$ cat config.mk
export PLATFORM = sky130hd
export DESIGN_NAME = bus_wait_ctrl
export DESIGN_NICKNAME = d
export VERILOG_FILES = /design/src/rtl/bus_wait_pkg.sv /design/src/rtl/bus_wait_decode.sv /design/src/rtl/bus_wait_ctrl.sv
export SDC_FILE = /design/constraint.sdc
export NUM_CORES = 1
export LEC_CHECK = 0
export BUFFER_PORTS_ARGS = -buffer_cell sky130_fd_sc_hd__buf_4
export CAP_MARGIN = 20
export CORE_AREA = 2 2 95 97
export CTS_CLUSTER_SIZE = 28
export DETAILED_ROUTE_END_ITERATION = 10
export DIE_AREA = 0 0 97 99
export PLACE_DENSITY = 0.77
export SLEW_MARGIN = 5
export SYNTH_ARGS = -nofsm -noshare
export SYNTH_HDL_FRONTEND = slang
export SYNTH_SLANG_ARGS = --single-unit
$ cat constraint.sdc
create_clock -name clk -period 3.4 [get_ports clk]
set_clock_uncertainty 0.1 [all_clocks]
set_input_delay 0.51 -clock clk [delete_from_list [all_inputs] [get_ports clk]]
set_output_delay 0.51 -clock clk [all_outputs]
set_load 0.02 [all_outputs]
$ cat src/rtl/bus_wait_pkg.sv
// Shared types and constants for the bus_wait_ctrl wait-state controller.
// Optional stall counter in the top is enabled by BUS_WAIT_CTRL_PERF_EN.
package bus_wait_pkg;

  localparam int unsigned BUS_WAIT_ADDR_MAX  = 32;
  localparam int unsigned BUS_WAIT_DATA_MAX  = 32;
  localparam int unsigned BUS_WAIT_IDX_W     = 3;
  localparam int unsigned BUS_WAIT_CNT_W_DEF = 4;
  localparam int unsigned BUS_WAIT_CNT_MAX   = (1 << BUS_WAIT_CNT_W_DEF) - 1;

  typedef enum logic {
    ACCESS = 1'b0,
    WAIT   = 1'b1
  } bus_wait_state_t;

  // Sized for the widest supported bus; instances use the low ADDR_W/DATA_W bits.
  typedef struct packed {
    logic [BUS_WAIT_ADDR_MAX-1:0] addr;
    logic [BUS_WAIT_DATA_MAX-1:0] wdata;
    logic                         we;
  } bus_wait_req_t;

  function automatic int unsigned bus_wait_cnt_max(input int unsigned w);
    return (w >= 32) ? 32'hFFFF_FFFF : ((32'd1 << w) - 32'd1);
  endfunction

endpackage

$ cat src/rtl/bus_wait_decode.sv
// Combinational priority region decoder: lowest matching region index wins,
// no match yields DEFAULT_WAIT (saturated to the counter width).
module bus_wait_decode
  import bus_wait_pkg::*;
#(
  parameter int unsigned ADDR_W       = 16,
  parameter int unsigned NUM_REGIONS  = 4,
  parameter int unsigned CNT_W        = 4,
  parameter int unsigned DEFAULT_WAIT = 0
) (
  input  logic [ADDR_W-1:0]             ab,
  input  logic [NUM_REGIONS*ADDR_W-1:0] cfg_base,
  input  logic [NUM_REGIONS*ADDR_W-1:0] cfg_mask,
  input  logic [NUM_REGIONS*CNT_W-1:0]  cfg_wait,
  output logic [BUS_WAIT_IDX_W-1:0]     idx,
  output logic                          hit,
  output logic [CNT_W-1:0]              wait_n
);

  localparam int unsigned DEF_SAT = (DEFAULT_WAIT > bus_wait_cnt_max(CNT_W)) ?
                                    bus_wait_cnt_max(CNT_W) : DEFAULT_WAIT;
  localparam logic [CNT_W-1:0] DEF_WAIT = CNT_W'(DEF_SAT);

  always_comb begin
    hit    = 1'b0;
    idx    = '0;
    wait_n = DEF_WAIT;
    for (int unsigned i = 0; i < NUM_REGIONS; i++) begin
      if (!hit && ((ab & cfg_mask[i*ADDR_W +: ADDR_W]) ==
                   (cfg_base[i*ADDR_W +: ADDR_W] & cfg_mask[i*ADDR_W +: ADDR_W]))) begin
        hit    = 1'b1;
        idx    = BUS_WAIT_IDX_W'(i);
        wait_n = cfg_wait[i*CNT_W +: CNT_W];
      end
    end
  end

endmodule

$ cat src/rtl/bus_wait_ctrl.sv
// Wait-state controller between a 6502-style CPU and a one-cycle-latency RAM.
// Define BUS_WAIT_CTRL_PERF_EN to implement the stall_cycles counter.
module bus_wait_ctrl
  import bus_wait_pkg::*;
#(
  parameter int unsigned ADDR_W       = 16,
  parameter int unsigned DATA_W       = 8,
  parameter int unsigned NUM_REGIONS  = 4,
  parameter int unsigned CNT_W        = 4,
  parameter int unsigned DEFAULT_WAIT = 0
) (
  input  logic                          clk,
  input  logic                          reset,
  input  logic [ADDR_W-1:0]             ab,
  input  logic [DATA_W-1:0]             dout,
  input  logic                          we,
  output logic [DATA_W-1:0]             di,
  output logic                          rdy,
  input  logic                          ext_stall,
  input  logic [NUM_REGIONS*ADDR_W-1:0] cfg_base,
  input  logic [NUM_REGIONS*ADDR_W-1:0] cfg_mask,
  input  logic [NUM_REGIONS*CNT_W-1:0]  cfg_wait,
  output logic                          mem_en,
  output logic                          mem_we,
  output logic [ADDR_W-1:0]             mem_addr,
  output logic [DATA_W-1:0]             mem_wdata,
  input  logic [DATA_W-1:0]             mem_rdata,
  output logic [31:0]                   stall_cycles
);

  bus_wait_state_t             state_q, state_d;
  logic [CNT_W-1:0]            cnt_q, cnt_d;
  logic [CNT_W-1:0]            dec_wait;
  logic [BUS_WAIT_IDX_W-1:0]   unused_dec_idx;
  logic                        unused_dec_hit;
  logic                        unused_req_hi;
  bus_wait_req_t               req_q;
  logic                        strobe_q;
  logic [DATA_W-1:0]           hold_q;

  bus_wait_decode #(
    .ADDR_W       (ADDR_W),
    .NUM_REGIONS  (NUM_REGIONS),
    .CNT_W        (CNT_W),
    .DEFAULT_WAIT (DEFAULT_WAIT)
  ) u_decode (
    .ab       (ab),
    .cfg_base (cfg_base),
    .cfg_mask (cfg_mask),
    .cfg_wait (cfg_wait),
    .idx      (unused_dec_idx),
    .hit      (unused_dec_hit),
    .wait_n   (dec_wait)
  );

  always_ff @(posedge clk) begin
    if (reset) begin
      state_q <= ACCESS;
      cnt_q   <= '0;
    end else begin
      state_q <= state_d;
      cnt_q   <= cnt_d;
    end
  end

  always_comb begin
    state_d = state_q;
    cnt_d   = cnt_q;
    case (state_q)
      ACCESS: begin
        if (dec_wait != '0 || ext_stall) begin
          state_d = WAIT;
          cnt_d   = (dec_wait == '0) ? '0 : dec_wait - CNT_W'(1);
        end
      end
      WAIT: begin
        if (cnt_q != '0) begin
          cnt_d = cnt_q - CNT_W'(1);
        end else if (!ext_stall) begin
          state_d = ACCESS;
        end
      end
      default: state_d = ACCESS;
    endcase
  end

  // Zero-wait accesses strobe straight from the live bus; delayed ones replay
  // the request captured in the address cycle.
  always_comb begin
    mem_en    = 1'b0;
    mem_we    = 1'b0;
    mem_addr  = ab;
    mem_wdata = dout;
    if (state_q == ACCESS) begin
      mem_en = !reset && (dec_wait == '0) && !ext_stall;
      mem_we = mem_en && we;
    end else begin
      mem_addr  = req_q.addr[ADDR_W-1:0];
      mem_wdata = req_q.wdata[DATA_W-1:0];
      mem_en    = !reset && (cnt_q == '0) && !ext_stall;
      mem_we    = mem_en && req_q.we;
    end
  end

  always_ff @(posedge clk) begin
    if (reset) begin
      req_q <= '0;
    end else if (state_q == ACCESS) begin
      req_q <= '{addr:  BUS_WAIT_ADDR_MAX'(ab),
                 wdata: BUS_WAIT_DATA_MAX'(dout),
                 we:    we};
    end
  end

  always_ff @(posedge clk) begin
    if (reset) begin
      strobe_q <= 1'b0;
      hold_q   <= '0;
    end else begin
      strobe_q <= mem_en;
      if (strobe_q) begin
        hold_q <= mem_rdata;
      end
    end
  end

  assign unused_req_hi = ^{req_q.addr, req_q.wdata};
  assign rdy           = (state_q == ACCESS);
  assign di            = (state_q == ACCESS) ? mem_rdata : hold_q;

`ifdef BUS_WAIT_CTRL_PERF_EN
  logic [31:0] stall_q;

  always_ff @(posedge clk) begin
    if (reset) begin
      stall_q <= '0;
    end else if (state_q == WAIT) begin
      stall_q <= stall_q + 32'd1;
    end
  end

  assign stall_cycles = stall_q;
`else
  assign stall_cycles = '0;
`endif

endmodule
==> metrics.yaml <==
ys_types: 53
avgSynthCellArea_sq_um: 9.12
fmax_mhz: 287
dr.first_iter.drc_count: 129
drv_cap: 0
wl_met2_microns: 5900
dp_slack_ns: -0.177
place.gp.congestion: 0.960
clockBufferDepth: 2
grt_pass1_wl_microns: 18100
period_needed_ns: 3.49
grt_usage_pct: 23.4
cts_num_sinks: 39
status: "finished with violations"
cts_root_buffer: "clkbuf_8"
hpwl_microns: 9790
switchingPower_mw: 0.555
drive_gt1_share_pct: 52.8
max_stage_delay_ns: 0.39
crit_path_start_kind: "primary input"
final_net_count: 762
wl_met1_microns: 5000
setup_ws_ns: -0.0884
min_period_over_period_pct: 103
async_flop_share_pct: 0
min_path_type: "primary input to flip-flop"
regArea_sq_um: 782
grt_setup_unrepaired: "true"
pwr-share-seq_pct: 33.1
comb_power_share_pct: 48.0
crit_buf_inv: 3
synth_top_area_cell: "dfxtp_1"
crit_type: "primary input to output port"
internal_power_mw: 1.05
path_common_cell: "buf_4"
clk_latency_ns: 0.28
ys_warn_count: 0
cts_tree: "done"
power_mw: 1.60
peakVddDrop_mv: 0.257
place_inst: 671
clk_pin_slew_ns: 0.07
drtPass1Iterations: 4
std_cell_rows: 34
grt_max_degree: 44
dr_wl_met3_microns: 852
vias: 3349
synth_edf_count: 0
seq_area_frac_synth_pct: 24.0
ant_nets: 0
instances_no_fill: 689
hold_viol_final: 0
fillers: 771
worstSetupEndpointType: "output port"
top_layer_used: "met4"
vias_per_cell: 4.86
worstPathMaxFanout: 5
clkPwrFrac_pct: 18.9
drv_slew: 0
synth_top_area_share_pct: 24.0
p_leak_nw: 2.46
finalSetupViolations: 1
drc: 0
die_y_microns: 99
arrival_ns: 2.88
coreArea_sq_um: 8550
die_area_sq_um: 9600
grt_pass1_vias: 3459
multiInputGateArea_sq_um: 2210
violations: "setup timing"
grt.overflow.total: 0
synth-seq-cells: 39
syn2layout_area_growth_pct: 57.5
final_util_pct: 60.0
postSynthCellCount: 357
crit_chain: "buf_4 -> xor2_1 -> a22oi_1 -> nand4_1 -> a211oi_4 -> nand2_1 -> a222oi_1 -> buf_4 -> nor3_4 -> mux2_4 -> and2_4 -> buf_6"
die_w_microns: 97
start_util_pct: 38.1
synth_area_leaders: "dfxtp_1 24%, xor2_1 17%, mux2_2 11%"
wl_per_cell_microns: 17.2
placedInstanceArea_sq_um: 4870
antenna_found_initial: 0
postCtsHoldBufs: 0
synth-main-ff-cell: "dfxtp_1"
switching_share_pct: 34.6
port-buffer-count: 214
final_area_sq_um: 5130
crit_slowest_cell: "a211oi_4"
critPathTopFamily: "compound AO/OA/AOI/OAI gates"
syn_area_sq_um: 3250
cp.required_ns: 2.79
cts_max_level: 2
power_density_nw_per_um2: 312
wirelength_microns: 11800
ios: 247
cts_made_buffers: 5
antennaDiodeCount: 0
==> cell type report <==
cell class,instances,share of cell area (%)
tap,108,2.64
timing repair buffer,243,36.6
inverter,9,0.659
sequential,39,15.3
clock buffer,6,1.42
clock inverter,2,0.244
multi-input combinational,282,43.2
==> state kept, by name, summed over array words and instances, names as in the netlist <==
signal	flops
strobe_q	1
hold_q	8
cnt_q	4
state_q	1
req_q	25
==> cells in the final DEF (no fill, tap or decap), types with 3 or more instances in the layout <==
master / instances
buf_4: 236
xor2_1: 63
dfxtp_1: 38
mux2_2: 32
conb_1: 32
a22oi_1: 26
nor2b_1: 26
nor2_1: 18
inv_1: 9
nand4_1: 8
mux2i_1: 8
nor3_1: 7
a22oi_2: 6
a21oi_1: 5
clkbuf_8: 5
nand2_1: 4
buf_6: 4
a31oi_1: 3
buf_12: 3
==> power by group through the flow <==
stage,logic [mW],registers [mW],clock network [mW]
after floorplan,0.458,0.520,0
after global placement,0.729,0.538,0
after detailed placement,0.740,0.541,0
after CTS,0.750,0.530,0.316
after global routing,0.825,0.536,0.334
final,0.769,0.530,0.303
==> cell usage after synthesis (all sizes together), types with 2 or more instances <==
library cell,number
nor3,8
nand2,4
or3,2
mux2,34
nand2b,2
nand4,9
a32oi,2
a31oi,3
and4,2
mux2i,8
a222oi,2
nor2,19
a211oi,2
a22oi,33
nor2b,26
xor2,65
a221oi,2
clkbuf,7
dfxtp,39
buf,51
a21oi,6
and2,2
inv,9
a22o,2
o21ai,2
ha,2
==> final timing paths <==
kind               end         start  slack (ns)  depth (start not counted)
min          hold_q[1]  mem_rdata[1]        0.37                          3
max reg2reg   strobe_q       state_q        1.59                          5
max             mem_en        ab[10]       -0.09                         12
min reg2reg  hold_q[3]     hold_q[3]        0.40                          2
==> per-stage QoR <==
step / setup TNS [ns] / hold slack [ns]
after floorplan: 0 / 0.354
after global placement: -0.242 / 0.367
after detailed placement: -0.180 / 0.381
after CTS: 0 / 0.361
after global routing: -0.206 / 0.376
final: -0.0884 / 0.373
==> routing by layer <==
metal  GRT usage [%]  vias up
met5               0        -
met4            4.01        0
met3            5.67        7
met2            41.8      142
met1            28.9     1574
li1                -     1626
==> cells by family after synthesis <==
family                     synth area share [%]
buffers and inverters                      13.2
adders and majority gates                 0.769
AOI/OAI and AO/OA                          16.0
and+or+nand+nor                            13.8
muxes                                      14.3
DFF                                        24.0
other                                     0.115
xor gates and xnor gates                   17.8
==> worst register-to-register path: cells and delay by family, from the launching register on <==
kind / cells / cell delay, ns
flops: 1 / 0.61
buf+inv: 3 / 0.49
mux: 1 / 0.35
simple gates: 1 / 0.14
==> repair_timing <==
item	in CTS	in global routing
setup endpoints to repair	2	2
pin swaps	12	13
gates resized for setup	4	13
buffers inserted	5	6
endpoints found under the hold margin	0	0
(Power assumes the default switching activity.)
